**config.mk**
```make
export PLATFORM = sky130hd
export DESIGN_NAME = lane_tick_scheduler
export DESIGN_NICKNAME = d
export VERILOG_FILES = /design/src/rtl/lane_tick_scheduler.sv
export SDC_FILE = /design/constraint.sdc
export NUM_CORES = 1
export LEC_CHECK = 0
export ABC_AREA = 0
export ABC_CLOCK_PERIOD_IN_PS = 3280
export CELL_PAD_IN_SITES_DETAIL_PLACEMENT = 0
export CELL_PAD_IN_SITES_GLOBAL_PLACEMENT = 1
export CORE_MARGIN = 2
export CORE_UTILIZATION = 47
export DETAILED_ROUTE_END_ITERATION = 8
export MAX_ROUTING_LAYER = met4
export PLACE_DENSITY = 0.91
export SLEW_MARGIN = 10
export SYNTH_ARGS = -nofsm -noshare
export SYNTH_HDL_FRONTEND = slang
export SYNTH_SLANG_ARGS = --single-unit
```
**constraint.sdc**
```tcl
create_clock -name clk -period 3.28 [get_ports clk]
set_clock_uncertainty 0.1 [all_clocks]
set_input_delay 0.984 -clock clk [delete_from_list [all_inputs] [get_ports clk]]
set_output_delay 0.984 -clock clk [all_outputs]
set_load 0.02 [all_outputs]
```
**src/rtl/lane_tick_scheduler.sv**
```systemverilog
// lane_tick_scheduler: frame tick prescaler and per-lane update request scheduler
module lane_tick_scheduler #(
  parameter int FRAME_DIV = 834168,
  parameter int DIV_WIDTH = 21,
  parameter int LANES = 4,
  parameter int LANE_W = 2,
  parameter int PERIOD_WIDTH = 4,
  parameter int DEFAULT_PERIOD = 1
) (
  input  logic                    clk,
  input  logic                    rst,
  input  logic                    en,
  input  logic                    period_wr,
  input  logic [LANE_W-1:0]       period_lane,
  input  logic [PERIOD_WIDTH-1:0] period_val,
  input  logic                    upd_ready,
  output logic                    upd_valid,
  output logic [LANE_W-1:0]       upd_lane,
  output logic                    frame_tick,
  output logic                    busy,
  output logic                    overrun
);
  typedef enum logic {IDLE, ISSUE} state_t;
  state_t state, state_nx;
  logic [DIV_WIDTH-1:0]    presc;
  logic [PERIOD_WIDTH-1:0] per [LANES];
  logic [PERIOD_WIDTH-1:0] fcnt [LANES];
  logic [LANES-1:0]        pend, pend_nx, due, clr;
  logic [LANE_W-1:0]       low;
  assign frame_tick = en && presc == DIV_WIDTH'(FRAME_DIV - 1);
  assign upd_valid = state == ISSUE;
  assign upd_lane = upd_valid ? low : '0;
  assign busy = |pend || upd_valid;
  // due lanes (a same-edge period write suppresses them), lowest pending lane, next pend set
  always_comb begin
    due = '0;
    low = '0;
    for (int i = LANES - 1; i >= 0; i--) begin
      due[i] = frame_tick && per[i] != '0 && fcnt[i] == per[i] - 1'b1 && !(period_wr && period_lane == LANE_W'(i));
      if (pend[i]) low = LANE_W'(i);
    end
    clr = (upd_valid && upd_ready) ? LANES'(1) << low : '0;
    pend_nx = (pend & ~clr) | due;
  end
  // issue FSM next state: leave ISSUE only once the accepted lane was the last one pending
  always_comb begin
    state_nx = state == IDLE ? (|pend ? ISSUE : IDLE) : ((upd_ready && pend_nx == '0) ? IDLE : ISSUE);
  end
  // prescaler, lane counters/periods, pending set, sticky overrun and FSM state
  always_ff @(posedge clk) begin
    if (rst) begin
      presc <= '0;
      pend <= '0;
      overrun <= 1'b0;
      state <= IDLE;
      for (int i = 0; i < LANES; i++) begin
        per[i] <= PERIOD_WIDTH'(DEFAULT_PERIOD);
        fcnt[i] <= '0;
      end
    end else begin
      if (en) presc <= frame_tick ? '0 : presc + 1'b1;
      pend <= pend_nx;
      if (|(due & pend)) overrun <= 1'b1;
      state <= state_nx;
      for (int i = 0; i < LANES; i++) begin
        if (period_wr && period_lane == LANE_W'(i)) begin
          per[i] <= period_val;
          fcnt[i] <= '0;
        end else if (frame_tick && per[i] != '0) begin
          fcnt[i] <= due[i] ? '0 : fcnt[i] + 1'b1;
        end
      end
    end
  end
endmodule

```
**Yosys cells after proc, flatten, opt, wreduce, memory -nomap -nowiden**

Memory sizes are Yosys's and may differ from the RTL's.
Index checks and enable logic that the tools add are counted.
Widths: inputs -> output; s select.

- $add $sub $neg: 9
- Equality and inequality tests: 8
- Shifts and indexed selects: 1
- Mux-type cells: 56
- Bitwise operators: 16
- Reduce and logical (&&, ||, !) cells: 32

Operators with widths:

| cell | number |
|---|---|
| $mux 4 | 17 |
| $mux 1 | 33 |
| $add 21x1->21 const B | 1 |
| $eq 21x20->1 const B | 1 |
| $mux 21 | 1 |
| $logic_and 1x1->1 | 19 |
| $add 4x1->4 const B | 4 |
| $eq 4x4->1 | 4 |
| $reduce_bool 4->1 | 4 |
| $sub 4x1->4 const B | 4 |
| $or 1x1->1 | 12 |
| $mux 2 | 5 |
| $and 4x4->4 | 2 |
| $reduce_or 4->1 | 2 |
| $eq 2x2->1 const B | 2 |
| $logic_not 1->1 | 4 |
| $logic_not 4->1 | 1 |
| $not 4->4 | 1 |
| $or 4x4->4 | 1 |
| $shl 1x2->4 const A | 1 |
| $eq 2x1->1 const B | 1 |
| $logic_not 2->1 | 1 |
| $logic_or 1x1->1 | 1 |

- Flip-flop bits (word level): 27
- Bits in writable memories: 32
- Bits of input ports: 11
- Output and inout port bits: 6
- Word-level logic and storage cells: 128
- Memories: 2

Memories:

| name | depth | bits a word | read ports | clocked after Yosys merged registers in | wr ports | line | source |
|---|---|---|---|---|---|---|---|
| fcnt | 4 | 4 | 4 | 0 | 4 | 27 | `logic [PERIOD_WIDTH-1:0] fcnt [LANES];` |
| per | 4 | 4 | 4 | 0 | 4 | 26 | `logic [PERIOD_WIDTH-1:0] per [LANES];` |

**Logic depth before layout (Yosys ltp)**

- Word-level depth: 13
- Depth in mapped cells: 11
- Depth with buffers taken out: 8

**Worst setup path after synthesis**

Ideal clock, no wire load.

- Path kind: input to output
- Start point: input port en
- End point: output port frame_tick
- Data arrival time: 1.977 ns
- Required time: 2.196 ns
- Slack: 0.219 ns
- Cell stages on the path: 7
- Path buffers: 3
- Path through: and3_1 -> buf_4 -> nand3_2 -> or2_1 -> buf_2 -> buf_6 -> inv_1

- Word-level cells in the longest chain between the ends: 1

Ends and longest elaborated chain:

| item | line | source |
|---|---|---|
| start, declared | 12 | `input logic en,` |
| $logic_and 1x1->1 | 30 | `assign frame_tick = en && presc == DIV_WIDTH'(FRAME_DIV - 1);` |
| end, declared | 19 | `output logic frame_tick,` |

Every way passes these cells.

**Worst setup path in the final report**

- Start point: register pend[1]
- End point: output port busy

- Word-level cells in the longest chain between the ends: 2

Ends and longest elaborated chain:

| item | line | source |
|---|---|---|
| start, declared | 28 | `logic [LANES-1:0] pend, pend_nx, due, clr;` |
| start signal, assigned | 62 | `pend <= pend_nx;` |
| $reduce_or 4->1 | 33 | `assign busy = \|pend \|\| upd_valid;` |
| $logic_or 1x1->1 | 33 |  |
| end, declared | 20 | `output logic busy,` |

Every way passes these cells.

==> summary.md <==
| Metric | Value |
|---|---|
| DR vias | `about 2300` |
| Core Area | `around 0.0063 sq mm` |
| CTS Buf Count | `9` |
| Placed Instances | `just over 400` |
| Fin nets | `~370` |
| Hold Crit Class | `reg -> reg` |
| Post-route ant nets | `0` |
| Clock transition at path regs | `60 ps` |
| Relative slew slack | `between 60% and 70%` |
| Final Setup Violations | `0` |
| Worst Hold Launch | `presc[1]$_SDFFE_PP0P_` |
| Place WS | `-563 ps` |
| Port bufs | `16` |
| DIE WIDTH | `85.2 um` |
| Netlist cell types | `between 40 and 50` |
| Cts hold-fix bufs | `0` |
| Worst Max-Slew Pin Slew | `between 500 and 600 ps` |
| Chip height | `about 85 um` |
| Syn Std Cell Area | `0.00310 sq mm` |
| Layout Cells excl Fill | `around 430` |
| Synth top area share | `a little under a third` |
| Largest net degree at the start of global routing | `19` |
| Synth-to-layout area growth | `15.5%` |
| Max Freq | `roughly 320 MHz` |
| Top fanout value on the critical path | `4` |
| Final WS setup | `168 ps` |
| Area contributors post-synth | `edfxtp_1 (31%), dfxtp_1 (17%), xnor2_1 (7.1%)` |
| Final count of pins violating max slew | `0` |
| Final Critical Period | `between 3000 and 4000 ps` |
| Initial DRC Count | `91` |
| Via-to-Cell Ratio | `approximately 5.3` |
| Routability Congestion | `between 0.7 and 0.8` |
| Ant diodes | `0` |
| Root buffer cell | `clkbuf_8` |
| Total leakage power | `approximately 1.3 nW` |
| FP Rows | `29` |
| Clk_lat worst skew | `approximately 340 ps` |
| Initial core utilization | `just under 50%` |
| EDFF count, synth | `32` |
| Yosys top cell by area | `edfxtp_1` |
| Post-Syn Nets | `approximately 330` |
| DRT Wirelength | `around 5700 um` |
| DPL Wire Length | `4290 um` |
| Status | `completed` |
| I/O Pins | `17` |
| M3 GR Usage | `6.13%` |
| Busiest grt layer | `met2` |
| WHS Endpoint | `presc[1]$_SDFFE_PP0P_` |
| Final Hold Vio Count | `0` |
| First-pass GRT wire length | `around 10000 um` |
| Count leader, synth | `nor2_1` |
| CP required | `between 2000 and 2500 ps` |
| GRT Resource Usage Total | `between 10% and 20%` |
| Critical R2R Launch | `presc[0]$_SDFFE_PP0P_` |
| Type of the worst setup path | `reg -> out` |
| RR Endpoint | `upd_valid$_SDFF_PP0_` |
| CP startpoint | `pend[1]$_SDFF_PP0_` |
| GR Util met1 | `between 20% and 30%` |
| Share of cells above drive strength 1 | `about a tenth` |
| Setup slack, reg-to-reg | `a little over 1000 ps` |
| Post-Syn Instances | `314` |
| TritonCTS clock tree | `built` |
| Drt first pass iters | `4` |
| GR Layer Usage met2 | `between 20% and 30%` |
| Initial antenna violation count | `0` |
| H-tree levels | `3` |
| #FFs+latches synth | `slightly below 60` |
| Crit. End Element | `primary output` |
| Die ar. | `between 0.007 and 0.008 sq mm` |
| Clk sink count | `slightly below 60` |
| Mean Syn Cell Area | `9.86 sq um` |
| Synth top cells by count | `nor2_1 (54), edfxtp_1 (32), dfxtp_1 (27)` |
| Placed inst area | `0.00340 sq mm` |
| Fill cells | `between 500 and 600` |
| Drt drc | `0` |
| DR WL/cell | `around 13 um` |
| Data arrival, critical path | `between 2000 and 2500 ps` |
| Clock buffer depth | `2` |
| Post-route cell area | `0.00358 sq mm` |
| Startpoint types | `flip-flop` |
| RSZ-0062 raised after global routing | `false` |
| GR Overflow Total | `0` |
| VDD IR max | `between 0.2 and 0.25 mV` |
| Setup repair bufs after CTS | `0` |
| Number of global-route vias before repair | `about 2200` |
| Power per cell area | `447 mW/mm^2` |
| Final period utilization | `94.9%` |
| Worst hold path depth | `2` |
| Max_cap viols | `0` |
| Worst Reg-to-Reg Cells | `8` |
| Synth Flop Type | `edfxtp_1` |
| Ys Warns | `0` |
| Ys async rst share | `0%` |
| Register area share after synthesis | `~49%` |
[state kept, by name, indices dropped and copies added, names as in the netlist]
register   flops
pend           4
fcnt          16
upd_valid      1
per           16
overrun        1
presc         21
[layer usage]
layer	share of wire (%)	vias to the layer above
met5	0	-
met4	1.9	0
met3	5.7	12
met2	47	42
met1	45	1059
li1	-	1142
[through the flow]
step           TNS, ps  hold WS, ps  util [%]  power (mW)
2_1_floorplan        0          371         -       0.952
3_3_place_gp      -543          389      53.5       0.996
3_5_place_dp      -563          411      53.5        1.00
4_1_cts              0          421      56.3        1.62
5_1_grt              0          471      56.3        1.67
6_report             0          418      56.3        1.60
[worst max-delay path, stage by stage, from the launching register on]
cell,delay (ps)
dfxtp_1,330
or2_2,330
nor4_1,390
inv_1,80
clkdlybuf4s50_1,570
[layout by cell type (no fill, tap or decap), types with 10 or more instances in the layout]
cell              n
clkdlybuf4s50_1  14
xor2_1           23
dfxtp_1          27
nor3_1           11
nor2_1           54
edfxtp_1         32
and2_1           13
nand3_1          14
xnor2_1          25
nand2_1          10
inv_1            19
buf_4            14
[how the worst max path moves through the flow]
stage                      end
floorplan           frame_tick
global placement    frame_tick
detailed placement  frame_tick
CTS                       busy
global route              busy
finish                    busy
[power breakdown]
| part | internal, mW | total, mW | switching [mW] |
|---|---|---|---|
| sequential | 0.810 | 0.838 | 0.0279 |
| clock | 0.342 | 0.612 | 0.270 |
| combinational | 0.0735 | 0.148 | 0.0745 |
| total | 1.23 | 1.60 | 0.372 |
[kinds of logic after synthesis]
kind of cell | after synthesis | synth area share (%)
buf+inv | 28 | 4.12
compound gates | 21 | 4.69
xor+xnor | 48 | 13.6
mux | 1 | 0.323
fa+ha+maj | 9 | 3.64
flops | 59 | 48.5
simple gates | 148 | 25.1
[repair_timing]
item / CTS / global route
setup endpoints to repair: 1 / 0
endpoints found under the hold margin: 0 / 0
gates resized for setup: 8 / 0
[area by class of cell]
| type | count | area, sq um | area share, % |
|---|---|---|---|
| inverter | 20 | 75.1 | 2.10 |
| clock buffer | 11 | 131 | 3.67 |
| multi-input combinational | 227 | 1470 | 41.1 |
| sequential | 59 | 1500 | 42.0 |
| tap | 77 | 96.3 | 2.69 |
| timing repair buffer | 29 | 254 | 7.10 |
| clock inverter | 5 | 46.3 | 1.29 |
(Power assumes the default switching activity.)
